===== config.mk =====
export PLATFORM = sky130hd
export DESIGN_NAME = event_timestamp
export DESIGN_NICKNAME = d
export VERILOG_FILES = /design/src/rtl/event_timestamp.sv
export SDC_FILE = /design/constraint.sdc
export NUM_CORES = 1
export LEC_CHECK = 0
export CAP_MARGIN = 15
export CORE_MARGIN = 1
export CORE_UTILIZATION = 28
export CTS_CLUSTER_SIZE = 25
export DETAILED_ROUTE_END_ITERATION = 10
export PLACE_DENSITY = 0.47
export SLEW_MARGIN = 20
export SYNTH_ARGS = -nofsm -noshare
export SYNTH_HDL_FRONTEND = slang
export SYNTH_SLANG_ARGS = --single-unit
export TNS_END_PERCENT = 50

===== constraint.sdc =====
create_clock -name clk -period 7.4 [get_ports clk]
set_clock_uncertainty 0.2 [all_clocks]
set_input_delay 1.48 -clock clk [delete_from_list [all_inputs] [get_ports clk]]
set_output_delay 1.48 -clock clk [all_outputs]
set_load 0.05 [all_outputs]

===== src/rtl/event_timestamp.sv =====
// rtl/event_timestamp.sv - event time-stamping against the timer count with epoch extension
// Synchronised event edges capture {epoch, count} into a stamp FIFO for the readout logic.
module event_timestamp #(
  parameter int EPOCH_W    = 8,
  parameter int DEPTH_LOG2 = 4
) (
  input  logic                  clk,
  input  logic                  rst,
  input  logic [27:0]           count,
  input  logic                  tclr,
  input  logic                  evt_in,
  input  logic                  evt_ena,
  input  logic                  rd_en,
  input  logic                  ovf_clr,
  output logic [EPOCH_W+27:0]   rd_data,
  output logic                  rd_valid,
  output logic                  empty,
  output logic                  full,
  output logic [DEPTH_LOG2:0]   level,
  output logic                  overflow
);
  localparam int SW    = EPOCH_W + 28;
  localparam int DEPTH = 1 << DEPTH_LOG2;
  localparam logic [EPOCH_W-1:0] EPOCH_ONE = {{(EPOCH_W-1){1'b0}}, 1'b1};

  logic                sync1, sync2, sync3;
  logic [27:0]         count_d;
  logic                tclr_d;
  logic [EPOCH_W-1:0]  epoch;
  logic [EPOCH_W-1:0]  epoch_stamp;
  logic [SW-1:0]       mem [DEPTH];
  logic [DEPTH_LOG2:0] wptr, rptr, wptr_nxt, rptr_nxt;
  logic                evt_rise, push_req, wrap, do_push, do_pop, lost;

  assign evt_rise = sync2 & ~sync3;
  assign push_req = evt_rise & evt_ena;

  // A wrap next to a clear is the clear itself, not a timer roll-over.
  assign wrap        = count_d[27] & ~count[27] & ~tclr & ~tclr_d;
  assign epoch_stamp = wrap ? epoch + EPOCH_ONE : epoch;

  // A full FIFO still accepts a push when a pop frees a slot on the same edge.
  assign do_pop   = rd_en & ~empty;
  assign do_push  = push_req & (~full | do_pop);
  assign lost     = push_req & full & ~do_pop;
  assign wptr_nxt = wptr + {{DEPTH_LOG2{1'b0}}, do_push};
  assign rptr_nxt = rptr + {{DEPTH_LOG2{1'b0}}, do_pop};

  always_ff @(posedge clk or negedge rst) begin
    if (!rst) begin
      sync1    <= 1'b0;
      sync2    <= 1'b0;
      sync3    <= 1'b0;
      count_d  <= '0;
      tclr_d   <= 1'b0;
      epoch    <= '0;
      wptr     <= '0;
      rptr     <= '0;
      empty    <= 1'b1;
      full     <= 1'b0;
      level    <= '0;
      rd_valid <= 1'b0;
      rd_data  <= '0;
      overflow <= 1'b0;
    end else begin
      sync1    <= evt_in;
      sync2    <= sync1;
      sync3    <= sync2;
      count_d  <= count;
      tclr_d   <= tclr;
      epoch    <= tclr ? '0 : epoch_stamp;
      wptr     <= wptr_nxt;
      rptr     <= rptr_nxt;
      empty    <= (wptr_nxt == rptr_nxt);
      full     <= (wptr_nxt[DEPTH_LOG2] != rptr_nxt[DEPTH_LOG2]) &&
                  (wptr_nxt[DEPTH_LOG2-1:0] == rptr_nxt[DEPTH_LOG2-1:0]);
      level    <= wptr_nxt - rptr_nxt;
      rd_valid <= do_pop;
      if (do_pop) begin
        rd_data <= mem[rptr[DEPTH_LOG2-1:0]];
      end
      if (lost) begin
        overflow <= 1'b1;
      end else if (ovf_clr) begin
        overflow <= 1'b0;
      end
    end
  end

  // Storage carries no reset; only the pointers define what is valid.
  always_ff @(posedge clk) begin
    if (do_push) begin
      mem[wptr[DEPTH_LOG2-1:0]] <= {epoch_stamp, count};
    end
  end

endmodule


# == After elaboration in Yosys (flattened, before gate mapping) ==
# Memory sizes are Yosys's and may differ from the RTL's. A register that Yosys moved wholly into a read port is not among the register bits.
# Cells that the tools add are included.
# word_totals
reg_bits,59
in_bits,35
memories,1
ramBits,576
wordCells,47
# mem_list
memory,depth,width,read_ports,rd_ports_with_merged_regs,wr,line,rtl
mem,16,36,1,1,1,31,logic [SW-1:0] mem [DEPTH];
# classes
reduce_logical,3
eq_ne,3
n_mux,6
bitwise,17
n_addsub,4
# ops
cell,n
2-to-1 mux 8 bit,2
adder 5 x 1 -> 5 bit,2
AND 1 bit,9
"adder 8 x 1 -> 8 bit, second input constant",1
NOT 1 bit,7
equality test 5 bit,1
subtractor 5 bit,1
equality test 4 bit,1
2-to-1 mux 1 bit,4
nonzero test 2 bit,1
logical AND 1 bit,1
zero test 1 bit,1
inequality test 1 bit,1
OR 1 bit,1

# == Logic depth before layout (Yosys ltp) ==
# Gate-level depths: netlist (run 1).
# logic_depth
word_depth,7
ltp_mapped,11

# == Worst setup path before layout (run 1) ==
# Ideal clock, no wire load.
# synth_timing
path_kind,in2reg
from,input port rd_en
to,memory mem[4][0] in the netlist's numbering (enable)
t_required_ns,6.667
arrival_time_ns,5.689
path_stages,3
path_slack_ns,0.978
cell_sequence,nand2b_1 > a21oi_1 > nor4b_1
# synth_via
elab_chain_len,5
# synth_rtl
element,line,rtl
"start, declared",13,"input logic rd_en,"
AND 1 bit,43,assign do_pop = rd_en & ~empty;
OR 1 bit,44,assign do_push = push_req & (~full | do_pop);
AND 1 bit,44,
2-to-1 mux 1 bit,92,if (do_push) begin
2-to-1 mux 1 bit (implied by the code),93,"mem[wptr[DEPTH_LOG2-1:0]] <= {epoch_stamp, count};"
"end, declared",31,
# No other way between the ends.

# == Worst setup path in the final report (run 1) ==
# layout_timing
from,input port rd_en
to,memory mem[14][14] in the netlist's numbering (enable)
# The elaborated chain is that of the path after synthesis.

==> results of run 1 <==
-- layout make-up --
type                       count  area (sq um)  area share (%)
multi-input combinational    565          5444           18.59
timing repair buffer         118          1106           3.778
antenna                        1         2.502        0.008547
clock buffer                 100          1989           6.795
sequential                   644         19010           64.93
tap                         1155          1445           4.936
inverter                      11         41.29          0.1410
clock inverter                26         239.0          0.8162
-- power groups by stage --
stage                     clock (W)  combinational (W)  sequential [W]
after floorplan                   0            0.00188         0.00477
after global placement            0            0.00327         0.00458
after detailed placement          0            0.00327         0.00458
after CTS                   0.00350            0.00328         0.00451
after global routing        0.00363            0.00348         0.00449
final                       0.00340            0.00326         0.00445
-- Yosys cell counts, drive strengths merged, types with 3 or more instances --
cell type and number:
nor2b 38, a211oi 36, nand2b 5, mux2i 144, nand3b 3, nand2 46, ha 9, and2b 7
a21oi 4, o31ai 36, clkbuf 37, xnor2 7, inv 10, nor2 11, edfxtp 576, xor2 12
o22ai 73, nor3b 3, dfrtp 67, mux4 72, o21ai 37, nand3 8, nor3 5, buf 35
-- path summary, 6_finish.rpt --
| path | to | slack [ns] | cells after the start |
|---|---|---|---|
| hold / removal | sync2 | 0.14 | 0 |
| setup reg to reg | rd_data[17] | 3.97 | 6 |
| setup / recovery | mem[14][14] | 3.10 | 6 |
| max in group asynchronous | rptr[0] | 5.28 | 2 |
| hold reg to reg | sync2 | 0.14 | 0 |
| min in group asynchronous | rd_data[27] | 0.68 | 1 |
-- routing by layer --
layer | track usage (%) | part of all wire, %
met3 | 2.196 | 3.5
met4 | 4.179 | 1.7
met2 | 24.40 | 50
met5 | 0 | 0
met1 | 18.92 | 44
-- per-stage QoR --
stage	worst slack [ns]	utilization, %	instance area (sq um)
CTS	3.054	33.58	29230
detailed placement	2.423	31.02	27000
global route	2.956	33.65	29280
floorplan	0.9783	-	24670
global placement	2.420	31.02	27000
finish	3.097	33.65	29280
-- kinds of logic after synthesis --
| family | count (synthesis) | share of synthesized area, % |
|---|---|---|
| AOI/OAI and AO/OA | 187 | 4.905 |
| adders and majority gates | 10 | 0.5377 |
| muxes | 216 | 12.42 |
| DFF | 644 | 77.02 |
| and+or+nand+nor | 133 | 2.932 |
| xor gates and xnor gates | 19 | 0.6746 |
| buffers and inverters | 83 | 1.512 |
-- registers in the layout (all words and copies together), names as in the netlist --
name,cells
rd_data,36
rptr,5
mem,576
level,5
empty,1
overflow,1
wptr,5
sync1,1
full,1
sync3,1
sync2,1
rd_valid,1
count_d,1
epoch,8
tclr_d,1
-- layout by cell type (no fill, tap or decap), drive strengths merged, types with 36 or more instances in the layout --
master and instances:
mux4 72, mux2i 144, clkbuf 100, o21ai 37, clkdlybuf4s50 78, o31ai 36, nor2b 38, nand2 46
o22ai 73, edfxtp 576, dfrtp 67, buf 40, a211oi 36
==> impl_metrics.json, run 1 <==
{
  "async_flop_share_pct": 10.56,
  "synth_edf_count": 576,
  "cp.required_ns": 7.48,
  "critPathTopFamily": "simple AND/OR/NAND/NOR gates",
  "total_power_w": 0.01112,
  "p_switching_w": 0.003689,
  "drv_cap": 0,
  "syn-num-nets": 1337,
  "min-delay-start": "sync1",
  "path_buf_inv": 2,
  "synth_cell_types": 41,
  "swShare_pct": 33.17,
  "synthCells": 1292,
  "ys.warnings.count": 0,
  "cts_sinks": 644,
  "arrival_ns": 4.38,
  "netlist_area_sq_um": 24670,
  "worstHoldPathType": "flop to flop",
  "dp_hpwl_mm": 36.10,
  "startpoint_type": "input pin",
  "status": "finished, final reports clean",
  "root_buffer": "clkbuf_16",
  "cts_buffer_depth": 3,
  "max_slew.worst_pin.slew_ns": 1.035,
  "synth_top_area_cell": "edfxtp_1",
  "core.rowCount": 108,
  "ys_top_cells_by_area": "edfxtp_1, dfrtp_1, mux4_2, mux2i_1, o22ai_1",
  "fill_cells": 8272,
  "start_util_pct": 28.35,
  "first_global_vias": 13100,
  "end_kind": "flop",
  "period_minus_slack_ns": 4.303,
  "core_area_sq_um": 87020,
  "ios": 80,
  "netlist.area_leader.share_pct": 70.12,
  "firstDrtPassIters": 5,
  "dp.cells": 2492,
  "areaGrowthSynthToFinish_pct": 18.70,
  "grtUsageTotal_pct": 14.34,
  "max_stage_delay_ns": 0.88,
  "grt_antenna_before_repair": 1,
  "final_cells": 2620,
  "gp_congestion": 0.7345,
  "drc_errors": 0,
  "syn_avg_cell_area_sq_um": 19.09,
  "powerDensity_nw_per_um2": 379.8,
  "clock.fmax_ghz": 0.2324,
  "relSlewSlack_pct": 30.77,
  "ir_drop_mv": 0.2103,
  "whs_ns": 0.1430,
  "comb_power_share_pct": 29.4,
  "drt_wl_total_mm": 63.53,
  "critical_path.cell_chain": "clkdlybuf4s50_1 -> nand2b_2 -> a21oi_1 -> nand3b_1 -> nor2_4 -> buf_4",
  "r2r_start": "rptr[0]",
  "initialDrtViolationCount": 880,
  "power.internal_w": 0.007431,
  "dieArea_sq_um": 89290,
  "worstSetupPathType": "input pin to flop",
  "grt_pass1_wl_mm": 92.85,
  "finalSetupTns_ns": 0,
  "die_h_um": 298.8,
  "ctsResizeCount": 0,
  "clk_latency_ns": 0.61,
  "vias": 12280,
  "routed_via_density": 4.689,
  "slowest_stage": "nor2_4",
  "nets": 1455,
  "cp_max_fo": 22,
  "seqPwrFrac_pct": 40.0,
  "htreeDepth": 3,
  "layout-drive-gt1-share_pct": 16.73,
  "rsz0062_at_grt": "false",
  "grt_max_degree": 74,
  "gr-total-overflow": 0,
  "place.port_buffers": 79,
  "synth_seq_cells": 644,
  "ys_seq_area_share_pct": 77.02,
  "cp-startpoint": "rd_en",
  "hold_viol": 0,
  "numCtsBuffers": 70,
  "wl_per_cell_um": 24.25,
  "slew_violations": 0,
  "clockPowerShare_pct": 30.6,
  "drtAntennaViolNets": 0,
  "fin_crit_sh_pct": 58.15,
  "cts_setup_buffers": 0,
  "leakage_nw": 9.697,
  "die_x_um": 298.8,
  "cts_tree": "done",
  "setup_violations": 0,
  "ys.flop_type": "edfxtp_1",
  "cts-hold-fix-buffers": 0,
  "path_clk_slew_ns": 0.06
}
No activity file was read; power rests on OpenSTA's default activity.
==> inputs of run 2 (changes only) <==
PLACE_DENSITY = 0.48   (was 0.47)
clock period = 3.8 ns   (was 7.4 ns; I/O delays follow)
==> run 2 against run 1 <==
Clock power grew 97%. Clock-buffer cell count down 12. Register-to-register slack got worse by 2.8 ns. Non-clock buffer count grew 35. Hold slack improved by 0.014 ns. Power grew 97%. Sequential cell count did not move. First-iteration DRC count increased by 3.3%. Critical path depth decreased by 5. Sequential share of layout area is 1.1 points lower. Routed wire length fell by 2.8%. Largest cell class unchanged.
==> impl_metrics.json, run 2 (synthesized netlist as in run 1, its figures left out) <==
{
  "status": "finished, final reports clean",
  "antennaDiodeCount": 0,
  "relSlewSlack_pct": 49.84,
  "ctsResizeCount": 0,
  "seq_area_sq_um": 19010,
  "met1_length_mm": 27.16,
  "critPathTopFamily": "buffers and inverters",
  "clk_latency_ns": 0.61,
  "drv_cap": 0,
  "grt_max_degree": 45,
  "ir_drop_mv": 0.4017,
  "period_minus_slack_ns": 2.931,
  "arrival_ns": 1.97,
  "dp_hpwl_mm": 36.59,
  "cts_buffer_depth": 3,
  "cts_sinks": 644,
  "first_global_vias": 13090,
  "cp_max_fo": 2,
  "multi_input_area_sq_um": 5443,
  "end_kind": "primary output",
  "reg2reg_slack_ns": 1.15,
  "root_buffer": "clkbuf_16",
  "dieArea_sq_um": 89290,
  "die_x_um": 298.8,
  "layout-drive-gt1-share_pct": 18.48,
  "wl_per_cell_um": 23.23,
  "startpoint_type": "flop",
  "rsz0062_at_grt": "false",
  "die_h_um": 298.8,
  "fin_util_pct": 34.21,
  "drtAntennaViolNets": 0,
  "dp.cells": 2527,
  "slowest_stage": "clkdlybuf4s50_1",
  "fill_cells": 8223,
  "total_power_w": 0.02190,
  "powerDensity_nw_per_um2": 735.7,
  "final_cell_mix": "edfxtp_1, mux2i_1, clkdlybuf4s50_1, o22ai_1, mux4_2",
  "cts_setup_buffers": 0,
  "met3_length_mm": 2.601,
  "core.rowCount": 108,
  "cts_tree": "done",
  "leakage_nw": 9.930,
  "htreeDepth": 3,
  "routed.top_layer": "met4",
  "routed_via_density": 4.664,
  "worstHoldPathType": "flop to flop",
  "slew_violations": 0,
  "critical_path.cell_chain": "clkdlybuf4s50_1",
  "clock.fmax_ghz": 0.3412,
  "place.port_buffers": 79,
  "worstSetupPathType": "flop to primary output",
  "core_area_sq_um": 87020,
  "max_stage_delay_ns": 0.86,
  "cp.required_ns": 2.84,
  "final_cells": 2659,
  "layout_commonest_cell": "edfxtp_1",
  "grt_antenna_before_repair": 2,
  "areaGrowthSynthToFinish_pct": 20.68,
  "grt_pass1_wl_mm": 90.75,
  "setup_violations": 0,
  "drt_wl_total_mm": 61.77,
  "grtUsageTotal_pct": 13.96,
  "vias": 12400,
  "fin_crit_sh_pct": 77.13,
  "firstDrtPassIters": 5,
  "largest_register_ff_count": 576,
  "path_buf_inv": 1,
  "nets": 1491,
  "wl_met2_mm": 30.85,
  "max_slew.worst_pin.slew_ns": 0.7524,
  "path_clk_slew_ns": 0.06,
  "drc_errors": 0,
  "cts-hold-fix-buffers": 1,
  "ios": 80,
  "gp_congestion": 0.7407,
  "start_util_pct": 28.35,
  "hold_viol": 0,
  "gr-total-overflow": 0,
  "initialDrtViolationCount": 909,
  "numCtsBuffers": 71
}
-- run 2: stage by stage --
stage | setup slack [ns] | instance area (sq um) | setup TNS, ns | hold slack [ns]
floorplan | -0.6845 | 24680 | -52.11 | 0.1312
finish | 0.8691 | 29770 | 0 | 0.1567
global placement | 0.3659 | 27480 | 0 | 0.1360
detailed placement | 0.3030 | 27480 | 0 | 0.1469
global route | 0.7940 | 29770 | 0 | 0.1645
CTS | 0.8547 | 29760 | 0 | 0.1604
-- run 2: routing by layer --
layer	GRT usage, %	vias to the layer above
met5	0	-
met2	23.64	254
li1	-	5521
met1	18.30	6541
met3	2.515	86
met4	3.997	0
-- run 2: cell type report --
cell class / count / share of cell area [%]
Multi-Input combinational cell: 565 / 18.28
Tap cell: 1155 / 4.854
Clock buffer: 88 / 6.250
Clock inverter: 43 / 1.383
Inverter: 11 / 0.1387
Timing Repair Buffer: 153 / 5.237
Sequential cell: 644 / 63.85
-- run 2: path summary, 6_finish.rpt --
kind,from,end,cells after the start
worst max-delay path,rd_data[35],rd_data[35],1
worst min-delay path,sync1,sync2,0
worst max register to register,rptr[0],rd_data[32],5
worst min register to register,sync1,sync2,0
max in group asynchronous,rst,rd_data[12],3
min in group asynchronous,rst,epoch[0],2
-- run 2: power by group --
group | leakage [nW] | switching, W | internal (W) | total, W
combinational | 2.86 | 0.00395 | 0.00256 | 0.00650
clock | 1.09 | 0.00279 | 0.00392 | 0.00670
sequential | 5.98 | 0.000528 | 0.00817 | 0.00870
total | 9.93 | 0.00726 | 0.0146 | 0.0219
